File: src/rtl/store_merge_rmw.sv
// ============================================================================
// Module      : store_merge_rmw
// Description : Turns sb/sh/sw stores into word-only memory writes. Sub-word
//               stores are done as read-modify-write.
// Revision    : 1.0
// ============================================================================
`default_nettype none

module store_merge_rmw #(
  parameter int N_Bits = 32,
  parameter int A_Bits = 32
) (
  input  logic              clk,
  input  logic              reset,
  input  logic              st_req,
  input  logic [A_Bits-1:0] st_addr,
  input  logic [N_Bits-1:0] st_data,
  input  logic [2:0]        st_type,
  output logic              st_busy,
  output logic              st_done,
  output logic              st_misalign,
  output logic              mem_rd_req,
  output logic              mem_wr_req,
  output logic [A_Bits-1:0] mem_addr,
  output logic [N_Bits-1:0] mem_wdata,
  input  logic [N_Bits-1:0] mem_rdata,
  input  logic              mem_ack
);

  typedef enum logic [2:0] {
    IDLE  = 3'd0,
    READ  = 3'd1,
    WRITE = 3'd2,
    DONE  = 3'd3,
    ERR   = 3'd4
  } state_t;

  localparam logic [1:0] K_WORD = 2'd0;
  localparam logic [1:0] K_BYTE = 2'd1;
  localparam logic [1:0] K_HALF = 2'd2;

  state_t            state;
  logic [A_Bits-1:0] addr_q;
  logic [N_Bits-1:0] wdata_q;
  logic [1:0]        kind_q;

  logic [1:0]        kind;
  logic              misalign;
  logic [N_Bits-1:0] merged;

  always_comb begin
    kind = K_WORD;
    case (st_type)
      3'b010, 3'b100: kind = K_BYTE;
      3'b001, 3'b011: kind = K_HALF;
      default:        kind = K_WORD;
    endcase
    misalign = ((kind == K_HALF) && st_addr[0]) ||
               ((kind == K_WORD) && (st_addr[1:0] != 2'b00));
  end

  // Splice the captured low bits of the store data into the lane read back.
  always_comb begin
    merged = mem_rdata;
    if (kind_q == K_BYTE) begin
      merged[{addr_q[1:0], 3'b000} +: 8] = wdata_q[7:0];
    end else if (kind_q == K_HALF) begin
      merged[{addr_q[1], 4'b0000} +: 16] = wdata_q[15:0];
    end
  end

  assign st_busy   = (state == READ) || (state == WRITE) ||
                     ((state == IDLE) && st_req && !misalign);
  assign mem_addr  = ((state == READ) || (state == WRITE)) ?
                     {addr_q[A_Bits-1:2], 2'b00} : '0;
  assign mem_wdata = (state == WRITE) ? wdata_q : '0;

  always_ff @(posedge clk) begin
    if (reset) begin
      state       <= IDLE;
      addr_q      <= '0;
      wdata_q     <= '0;
      kind_q      <= K_WORD;
      st_done     <= 1'b0;
      st_misalign <= 1'b0;
      mem_rd_req  <= 1'b0;
      mem_wr_req  <= 1'b0;
    end else begin
      st_done     <= 1'b0;
      st_misalign <= 1'b0;
      case (state)
        IDLE: begin
          if (st_req) begin
            addr_q  <= st_addr;
            wdata_q <= st_data;
            kind_q  <= kind;
            if (misalign) begin
              st_misalign <= 1'b1;
              state       <= ERR;
            end else if (kind == K_WORD) begin
              mem_wr_req <= 1'b1;
              state      <= WRITE;
            end else begin
              mem_rd_req <= 1'b1;
              state      <= READ;
            end
          end
        end
        READ: begin
          if (mem_ack) begin
            wdata_q    <= merged;
            mem_rd_req <= 1'b0;
            mem_wr_req <= 1'b1;
            state      <= WRITE;
          end
        end
        WRITE: begin
          if (mem_ack) begin
            mem_wr_req <= 1'b0;
            st_done    <= 1'b1;
            state      <= DONE;
          end
        end
        DONE:    state <= IDLE;
        ERR:     state <= IDLE;
        default: state <= IDLE;
      endcase
    end
  end

endmodule

`default_nettype wire

File: config.mk
export PLATFORM = sky130hd
export DESIGN_NAME = store_merge_rmw
export DESIGN_NICKNAME = d
export VERILOG_FILES = /design/src/rtl/store_merge_rmw.sv
export SDC_FILE = /design/constraint.sdc
export NUM_CORES = 1
export LEC_CHECK = 0
export CAP_MARGIN = 20
export CORE_ASPECT_RATIO = 1.1
export CORE_MARGIN = 3
export CORE_UTILIZATION = 30
export CTS_CLUSTER_SIZE = 24
export DETAILED_ROUTE_END_ITERATION = 16
export GPL_TIMING_DRIVEN = 0
export MAX_ROUTING_LAYER = met4
export PLACE_DENSITY = 0.65
export SYNTH_ARGS = -nofsm -noshare
export SYNTH_HDL_FRONTEND = slang
export SYNTH_SLANG_ARGS = --single-unit
export TNS_END_PERCENT = 20
File: constraint.sdc
create_clock -name clk -period 3.4 [get_ports clk]
set_clock_uncertainty 0.15 [all_clocks]
set_input_delay 0.51 -clock clk [delete_from_list [all_inputs] [get_ports clk]]
set_output_delay 0.51 -clock clk [all_outputs]
set_load 0.02 [all_outputs]
==> run_results.csv, run 1 <==
group,metric,value,unit
finish,layout-drive-gt1-share,4.909,%
clock_network,clk_latency,0.33,ns
placed_design,dpl.hpwl,11850,um
timing,tns,0,ns
timing,setup_viol,0,
power,power.internal,2.018,mW
finish,nets,816,
synthesis,post_synth.cell_area_avg,7.843,sq um
timing,worstMarginPinSlew,0.7929,ns
grt,grt_pass1_vias,4652,
timing,relSlewSlack,46.70,%
timing,drv_slew,0,
routing,dr.first_iter.drc_count,406,
finish,fill_cells,1318,
routing,wire_per_inst,17.18,um
power,vdd_drop_max,0.2170,mV
power,power.switching,1.026,mW
clock_network,cts_buffer_depth,2,
clock_network,root_buffer,"clkbuf_16",
synthesis,ys_ff_latch,73,
floorplan,initial_utilization,31.01,%
clock_network,path_clk_slew,0.06,ns
floorplan,fp.dieH,129.3,um
grt,antenna_found_initial,2,
timing,rsz0062_at_grt,"false",
synthesis,synth_edf_count,0,
floorplan,die_w,118.1,um
routing,drc,0,
timing,max_freq,0.3231,GHz
synthesis,synth_cells,529,
clock_network,htreeDepth,3,
routing,routed_wl,15440,um
worst_setup_path,cp-end-kind,"output port",
clock_network,cts_tree,"built",
synthesis,ys_warn_count,0,
power,clkPwrFrac,32.1,%
power,seq_power_share,35.9,%
floorplan,coreArea,13380,sq um
synthesis,synthFlopType,"dfxtp_1",
worst_setup_path,required,2.74,ns
min_path,hold_class,"reg2reg",
worst_setup_path,start_kind,"flop",
routing,drtPass1Iterations,5,
timing,timing.hold.ws,0.3013,ns
worst_setup_path,criticalPathCategory,"reg2out",
worst_setup_path,crit_fanout,10,
floorplan,io_pins,172,
placed_design,io_buffers,167,
clock_network,cts.sinks,73,
grt,grt-ovfl-total,0,
clock_network,cts-buffers-inserted,9,
floorplan,core.rowCount,44,
routing,via_per_inst,5.260,
timing,hold_violations,0,
synthesis,synth.distinct_cells,47,
routing,via_count,4729,
run,max_cap_viol_count,0,
power,power_frac_comb,32.0,%
synthesis,synth_area,4149,sq um
timing,finalCriticalPeriod,3.095,ns
finish,synthToLayoutAreaGrowth,53.92,%
placed_design,gp_congestion,0.9190,
clock_network,cts_setup_buffers,0,
clock_network,hold_buffers,0,
floorplan,die_area,15280,sq um
synthesis,async_reset_ff_share,0,%
grt,grt_max_degree,13,
grt,track_usage,20.25,%
status,outcome,"completed",
clock_network,cts_resized,1,
timing,finalCritPeriodShare,91.03,%
power,power.density,476.6,nW/um^2
worst_setup_path,arrival,2.43,ns
synthesis,yosysSeqAreaShare,35.22,%
routing,ant_nets,0,
power,sw_frac_of_total,33.70,%
power,power.leakage,2.330,nW
grt,grt_pass1_wl,24020,um
[final cells by class]
| type | count | area [sq um] | area share, % |
|---|---|---|---|
| multi-input combinational | 396 | 2442 | 38.24 |
| timing repair buffer | 167 | 1674 | 26.21 |
| sequential | 73 | 1461 | 22.88 |
| clock buffer | 12 | 256.5 | 4.016 |
| tap | 184 | 230.2 | 3.605 |
| buffer | 48 | 216.5 | 3.390 |
| clock inverter | 4 | 51.30 | 0.8033 |
| inverter | 13 | 48.80 | 0.7641 |
| antenna | 2 | 5.005 | 0.07837 |
[synth_stat cells, types with 4 or more instances]
| master | n | area share, % |
|---|---|---|
| a31oi_1 | 11 | 1.7 |
| and3_1 | 8 | 1.2 |
| a311oi_1 | 8 | 1.7 |
| buf_2 | 8 | 0.97 |
| nor2_1 | 15 | 1.4 |
| a221oi_1 | 25 | 5.3 |
| a21o_1 | 17 | 3.1 |
| nand2b_1 | 4 | 0.60 |
| o22ai_1 | 8 | 1.2 |
| o21ai_0 | 21 | 2.5 |
| a21oi_1 | 53 | 6.4 |
| and3b_1 | 4 | 0.84 |
| dfxtp_1 | 73 | 35 |
| nand3b_1 | 9 | 1.6 |
| o31ai_1 | 8 | 1.4 |
| nand2_1 | 74 | 6.7 |
| a22oi_1 | 8 | 1.4 |
| o32ai_1 | 8 | 1.7 |
| inv_1 | 13 | 1.2 |
| ha_1 | 5 | 1.5 |
| or3_1 | 9 | 1.4 |
| clkbuf_1 | 34 | 3.1 |
| and2_1 | 63 | 9.5 |
| a211oi_1 | 9 | 1.6 |
[sequential cells by signal (all words and copies together), names as in the netlist]
signal,count
addr_q,32
kind_q,2
mem_rd_req,1
mem_wr_req,1
st_done,1
st_misalign,1
state,3
wdata_q,32
[layer usage]
metal	GRT usage, %	up-vias	part of all wire, %
met2	33.00	212	47
met4	8.207	0	3.3
met5	-	-	0
met3	5.805	35	8.0
met1	23.66	2209	42
li1	-	2273	-
[critical path: stages, from the launching register on]
cell and delay (ns):
dfxtp_1 0.29, buf_2 0.18, nor3b_2 0.40, clkbuf_1 0.40
and2_1 0.22, clkdlybuf4s50_1 0.61
[logic make-up after synthesis]
logic type | count (synthesis) | share of synthesized area [%]
DFF | 73 | 35.22
adders and majority gates | 5 | 1.508
and+or+nand+nor | 202 | 26.21
xor gates and xnor gates | 4 | 0.8445
AOI/OAI and AO/OA | 182 | 29.49
other | 1 | 0.09038
buffers and inverters | 61 | 6.393
muxes | 1 | 0.2413
[cell usage in the layout (no fill, tap or decap), types with 9 or more instances in the layout]
cell,instances
a21o_1,17
inv_1,13
a31oi_1,11
or3_1,9
a221oi_1,25
clkdlybuf4s50_1,166
dfxtp_1,73
o21ai_0,21
nand2_1,74
and2_1,63
clkbuf_16,9
a211oi_1,9
nor2_1,15
nand3b_1,9
a21oi_1,53
clkbuf_1,35
[power groups by stage]
stage	Sequential, mW	Clock [mW]	Combinational, mW
6_report	1.09	0.977	0.974
5_1_grt	1.11	1.04	1.07
4_1_cts	1.09	0.987	0.972
3_5_place_dp	1.11	0	0.965
3_3_place_gp	1.10	0	0.947
2_1_floorplan	1.07	0	0.575
[per-stage QoR]
step / cell area, sq um / total power [mW] / setup slack (ns) / instances / utilization, %
final: 6386 / 3.044 / 0.3051 / 899 / 47.74
after detailed placement: 6055 / 2.073 / 0.2359 / 881 / 45.26
after global placement: 6055 / 2.049 / 0.2232 / 881 / 45.26
after CTS: 6367 / 3.050 / 0.06141 / 897 / 47.60
after global routing: 6386 / 3.216 / 0.1227 / 899 / 47.74
after floorplan: 4153 / 1.642 / 1.104 / 530 / -
[worst paths after layout]
kind / endpoint / cells past startpoint / startpoint / slack, ns
max: mem_wdata[23] / 5 / state[2] / 0.31
min: addr_q[20] / 2 / addr_q[20] / 0.30
max reg2reg: wdata_q[20] / 7 / addr_q[1] / 0.85
min reg2reg: addr_q[20] / 2 / addr_q[20] / 0.30
(Power assumes the default switching activity.)
==> inputs of run 2 (changes only) <==
RECOVER_POWER = 25   (was unset)
==> run_results.csv, run 2 (synthesis results as in run 1) <==
group,metric,value,unit
timing,drv_slew,0,
worst_setup_path,crit_fanout,10,
worst_setup_path,criticalPathCategory,"reg2out",
clock_network,cts_buffer_depth,2,
finish,final_common_cell,"clkdlybuf4s50_1",
worst_setup_path,cp-end-kind,"output port",
clock_network,clk_latency,0.33,ns
routing,drtPass1Iterations,5,
power,power.density,476.5,nW/um^2
finish,layout-drive-gt1-share,4.488,%
timing,finalCritPeriodShare,90.99,%
floorplan,die_area,15280,sq um
finish,synthToLayoutAreaGrowth,53.83,%
clock_network,hold_buffers,0,
power,power_frac_comb,31.9,%
floorplan,core.rowCount,44,
finish,nets,816,
timing,worstMarginPinSlew,0.7461,ns
routing,via_count,4718,
worst_setup_path,start_kind,"flop",
finish,fill_cells,1321,
clock_network,cts.sinks,73,
worst_setup_path,arrival,2.43,ns
clock_network,path_clk_slew,0.06,ns
grt,track_usage,20.25,%
timing,finalCriticalPeriod,3.094,ns
grt,grt-ovfl-total,0,
worst_setup_path,required,2.74,ns
power,sw_frac_of_total,33.76,%
grt,grt_pass1_vias,4652,
min_path,hold_class,"reg2reg",
clock_network,cts-buffers-inserted,9,
finish,top_regs,"addr_q x32, wdata_q x32, state x3",
power,power.switching,1.027,mW
run,max_cap_viol_count,0,
routing,routed_wl,15420,um
clock_network,root_buffer,"clkbuf_16",
routing,wire_per_inst,17.15,um
finish,fin_util,47.71,%
placed_design,io_buffers,167,
power,power.leakage,2.329,nW
floorplan,die_w,118.1,um
power,seq_power_share,35.9,%
routing,dr.first_iter.drc_count,412,
routing,drc,0,
finish,final_cell_mix,"162 x clkdlybuf4s50_1, 74 x nand2_1, 73 x dfxtp_1",
floorplan,io_pins,172,
clock_network,cts_tree,"built",
power,clkPwrFrac,32.2,%
timing,relSlewSlack,50.03,%
timing,rsz0062_at_grt,"false",
grt,grt_max_degree,13,
routing,ant_nets,0,
power,vdd_drop_max,0.2169,mV
timing,max_freq,0.3232,GHz
grt,grt_pass1_wl,24020,um
floorplan,fp.dieH,129.3,um
floorplan,initial_utilization,31.01,%
routing,via_per_inst,5.248,
placed_design,dpl.hpwl,11850,um
timing,setup_viol,0,
timing,tns,0,ns
clock_network,htreeDepth,3,
power,power.internal,2.014,mW
status,outcome,"completed",
grt,antenna_found_initial,2,
floorplan,coreArea,13380,sq um
placed_design,gp_congestion,0.9190,
timing,hold_violations,0,
==> run 2: cell types whose count changed in the layout (fill, tap and decap cells not counted) <==
cell / previous run / this run
and2_0: 0 / 1
and2_1: 63 / 62
buf_2: 8 / 5
clkbuf_1: 35 / 38
clkdlybuf4s50_1: 166 / 162
dlygate4sd3_1: 0 / 4
==> run 2: per-stage QoR <==
step | setup WS (ns) | cells | total power, mW | instance area, sq um | hold slack [ns]
6_report | 0.3062 | 899 | 3.041 | 6382 | 0.3012
3_5_place_dp | 0.2359 | 881 | 2.073 | 6055 | 0.2924
2_1_floorplan | 1.104 | 530 | 1.642 | 4153 | 0.2817
3_3_place_gp | 0.2232 | 881 | 2.049 | 6055 | 0.2874
5_1_grt | 0.1227 | 899 | 3.213 | 6382 | 0.3173
4_1_cts | 0.06141 | 897 | 3.050 | 6367 | 0.3010
==> run 2: per-layer routing <==
| layer | GRT usage (%) | up-vias | routed length, um | part of all wire, % |
|---|---|---|---|---|
| met2 | 33.00 | 205 | 7202 | 47 |
| met4 | 8.207 | 0 | 506 | 3.3 |
| li1 | - | 2272 | - | - |
| met3 | 5.805 | 31 | 1226 | 8.0 |
| met5 | - | - | 0 | 0 |
| met1 | 23.66 | 2210 | 6486 | 42 |
==> run 2: area by class of cell <==
class                           count  area [sq um]  area share [%]
Multi-Input combinational cell    396          2442           38.27
Timing Repair Buffer              167          1674           26.23
Sequential cell                    73          1461           22.90
Clock buffer                       12         256.5           4.019
Tap cell                          184         230.2           3.607
Buffer                             48         212.7           3.333
Clock inverter                      4         51.30          0.8038
Inverter                           13         48.80          0.7646
Antenna cell                        2         5.005         0.07842
==> run 2: final timing paths <==
| path | cells past startpoint | startpoint | slack (ns) | endpoint |
|---|---|---|---|---|
| hold reg to reg | 2 | addr_q[20] | 0.30 | addr_q[20] |
| setup reg to reg | 7 | addr_q[1] | 0.84 | wdata_q[20] |
| hold / removal | 2 | addr_q[20] | 0.30 | addr_q[20] |
| setup / recovery | 5 | state[2] | 0.31 | mem_wdata[23] |
==> run 2: what timing repair did <==
action                     CTS  global route
setup buffers                0             0
setup endpoints to repair    1            23
pin swaps                    0             0
gates resized for setup      1             3
==> run 2: power groups by stage <==
stage	combinational [mW]	clock [mW]	sequential [mW]
global placement	0.947	0	1.10
detailed placement	0.965	0	1.11
finish	0.971	0.978	1.09
CTS	0.972	0.987	1.09
floorplan	0.575	0	1.07
global route	1.07	1.04	1.11
==> run 2: critical path, stage by stage (launching register included) <==
cell and delay [ns]:
dfxtp_1 0.29, buf_2 0.18, nor3b_2 0.39, clkbuf_1 0.40, and2_1 0.22, clkdlybuf4s50_1 0.61
==> inputs of run 3 (changes only) <==
PLACE_DENSITY = unset   (was 0.65)
==> run_results.csv, run 3 (synthesis results as in run 1) <==
group,metric,value,unit
routing,via_per_inst,5.187,
finish,layout-drive-gt1-share,4.628,%
clock_network,cts_setup_buffers,0,
power,clkPwrFrac,29.8,%
worst_setup_path,cp-end-kind,"output port",
finish,fin_area,6345,sq um
clock_network,path_clk_slew,0.06,ns
placed_design,dp_slack,0.2033,ns
grt,track_usage,20.67,%
timing,worstMarginPinSlew,0.7397,ns
timing,tns,0,ns
worst_setup_path,crit_fanout,10,
floorplan,die_area,15280,sq um
finish,top_regs,"addr_q x32, wdata_q x32, state x3",
finish,fin_cells,898,
worst_setup_path,reg2reg_from,"addr_q[1]",
worst_setup_path,start_kind,"flop",
clock_network,cts_tree,"built",
power,vdd_drop_max,0.2028,mV
finish,fill_cells,1329,
routing,drtPass1Iterations,5,
floorplan,coreArea,13380,sq um
routing,dr.first_iter.drc_count,235,
clock_network,cts-buffers-inserted,9,
timing,fin_ws,0.3114,ns
timing,drv_slew,0,
power,power_frac_comb,33.1,%
power,seq_power_share,37.1,%
worst_setup_path,criticalPathCategory,"reg2out",
placed_design,dp_cells,881,
min_path,holdCritStartpoint,"addr_q[26]",
timing,finalCriticalPeriod,3.089,ns
placed_design,dpl.hpwl,11910,um
placed_design,gp_congestion,0.8834,
grt,grt_max_degree,14,
power,power.total,2.946,mW
grt,antenna_found_initial,1,
worst_setup_path,timing.rr.end,"wdata_q[20]",
power,power.leakage,2.306,nW
finish,nets,816,
floorplan,fp.dieH,129.3,um
min_path,min_to,"addr_q[26]",
worst_setup_path,cpPeakStageDelay,0.61,ns
clock_network,root_buffer,"clkbuf_16",
power,power.switching,1.047,mW
routing,wire_per_inst,17.38,um
placed_design,placed_area,6055,sq um
run,max_cap_viol_count,0,
worst_setup_path,cp_cell_sequence,"buf_2, nor3b_2, clkbuf_1, and2_1, clkdlybuf4s50_1",
routing,drc,0,
placed_design,io_buffers,167,
timing,setup_viol,0,
clock_network,cts.sinks,73,
routing,ant_nets,0,
worst_setup_path,regToRegSetupSlack,0.85,ns
grt,grt_pass1_vias,4715,
floorplan,core.rowCount,44,
power,power.density,464.3,nW/um^2
floorplan,io_pins,172,
worst_setup_path,r2r_cells,7,
timing,max_freq,0.3238,GHz
clock_network,htreeDepth,3,
grt,grt-ovfl-total,0,
floorplan,initial_utilization,31.01,%
finish,synthToLayoutAreaGrowth,52.93,%
power,power.internal,1.899,mW
routing,via_count,4658,
clock_network,cts_buffer_depth,2,
timing,hold_violations,0,
finish,final_cell_mix,"163 x clkdlybuf4s50_1, 74 x nand2_1, 73 x dfxtp_1",
clock_network,clk_latency,0.34,ns
timing,finalCritPeriodShare,90.84,%
grt,grt_pass1_wl,24280,um
floorplan,die_w,118.1,um
timing,rsz0062_at_grt,"false",
routing,routed_wl,15610,um
worst_setup_path,arrival,2.43,ns
timing,relSlewSlack,50.46,%
min_path,hold_class,"reg2reg",
power,sw_frac_of_total,35.55,%
finish,final_common_cell,"clkdlybuf4s50_1",
worst_setup_path,critPathSlowestCell,"clkdlybuf4s50_1",
min_path,min_path_cells,2,
clock_network,hold_buffers,0,
status,outcome,"completed",
clock_network,cts_resized,2,
worst_setup_path,required,2.74,ns
==> run 3: cell types whose count changed in the layout (fill, tap and decap cells not counted), sizes merged <==
cell and change:
diode -1, clkinv +3, clkinvlp +1, clkbuf -3
dlygate4sd3 -1, clkdlybuf4s50 +1, bufinv -1
==> run 3: final cells by class <==
type / instances / area (sq um) / share of cell area [%]
flip-flops and latches: 73 / 1461 / 23.03
repair buffers: 167 / 1674 / 26.39
well taps: 184 / 230.2 / 3.628
plain buffers: 48 / 212.7 / 3.352
clock inverters: 7 / 47.55 / 0.7494
inverters: 13 / 48.80 / 0.7691
clock buffers: 9 / 225.2 / 3.550
diodes: 1 / 2.502 / 0.03944
multi-input cells: 396 / 2442 / 38.49
==> run 3: layer usage <==
layer  global-route usage, %  vias to the layer above  wire (um)
li1                        -                     2266          -
met1                   24.36                     2158       6638
met2                   34.24                      207       7288
met3                   5.631                       27       1338
met4                   7.103                        0        342
met5                       -                        -          0
==> run 3: power by group through the flow <==
stage | logic, mW | clock network (mW) | registers (mW)
4_1_cts | 0.978 | 0.898 | 1.09
5_1_grt | 1.07 | 0.936 | 1.11
2_1_floorplan | 0.575 | 0 | 1.07
6_report | 0.975 | 0.878 | 1.09
3_3_place_gp | 0.947 | 0 | 1.10
3_5_place_dp | 0.967 | 0 | 1.11
==> run 3: critical path: cells and delay by family (launching register included) <==
family	cells	cell delay, ns
AND/OR/NAND/NOR	2	0.63
flip-flops	1	0.29
buffers and inverters	3	1.17
==> run 3: worst max-delay path by stage <==
stage / slack [ns] / end / startpoint / cells after the start
after floorplan: 1.10 / st_busy / state[1] / 7
after CTS: 0.07 / st_busy / state[1] / 8
after global placement: 0.26 / st_busy / st_req / 7
after global routing: 0.11 / mem_wdata[13] / state[2] / 5
final: 0.31 / mem_wdata[23] / state[2] / 5
after detailed placement: 0.20 / st_busy / st_req / 7
==> run 3: stage by stage <==
step / util [%] / hold slack, ns
floorplan: - / 0.2817
global placement: 45.26 / 0.2880
detailed placement: 45.26 / 0.2926
CTS: 47.37 / 0.3011
global route: 47.43 / 0.3139
finish: 47.43 / 0.2980
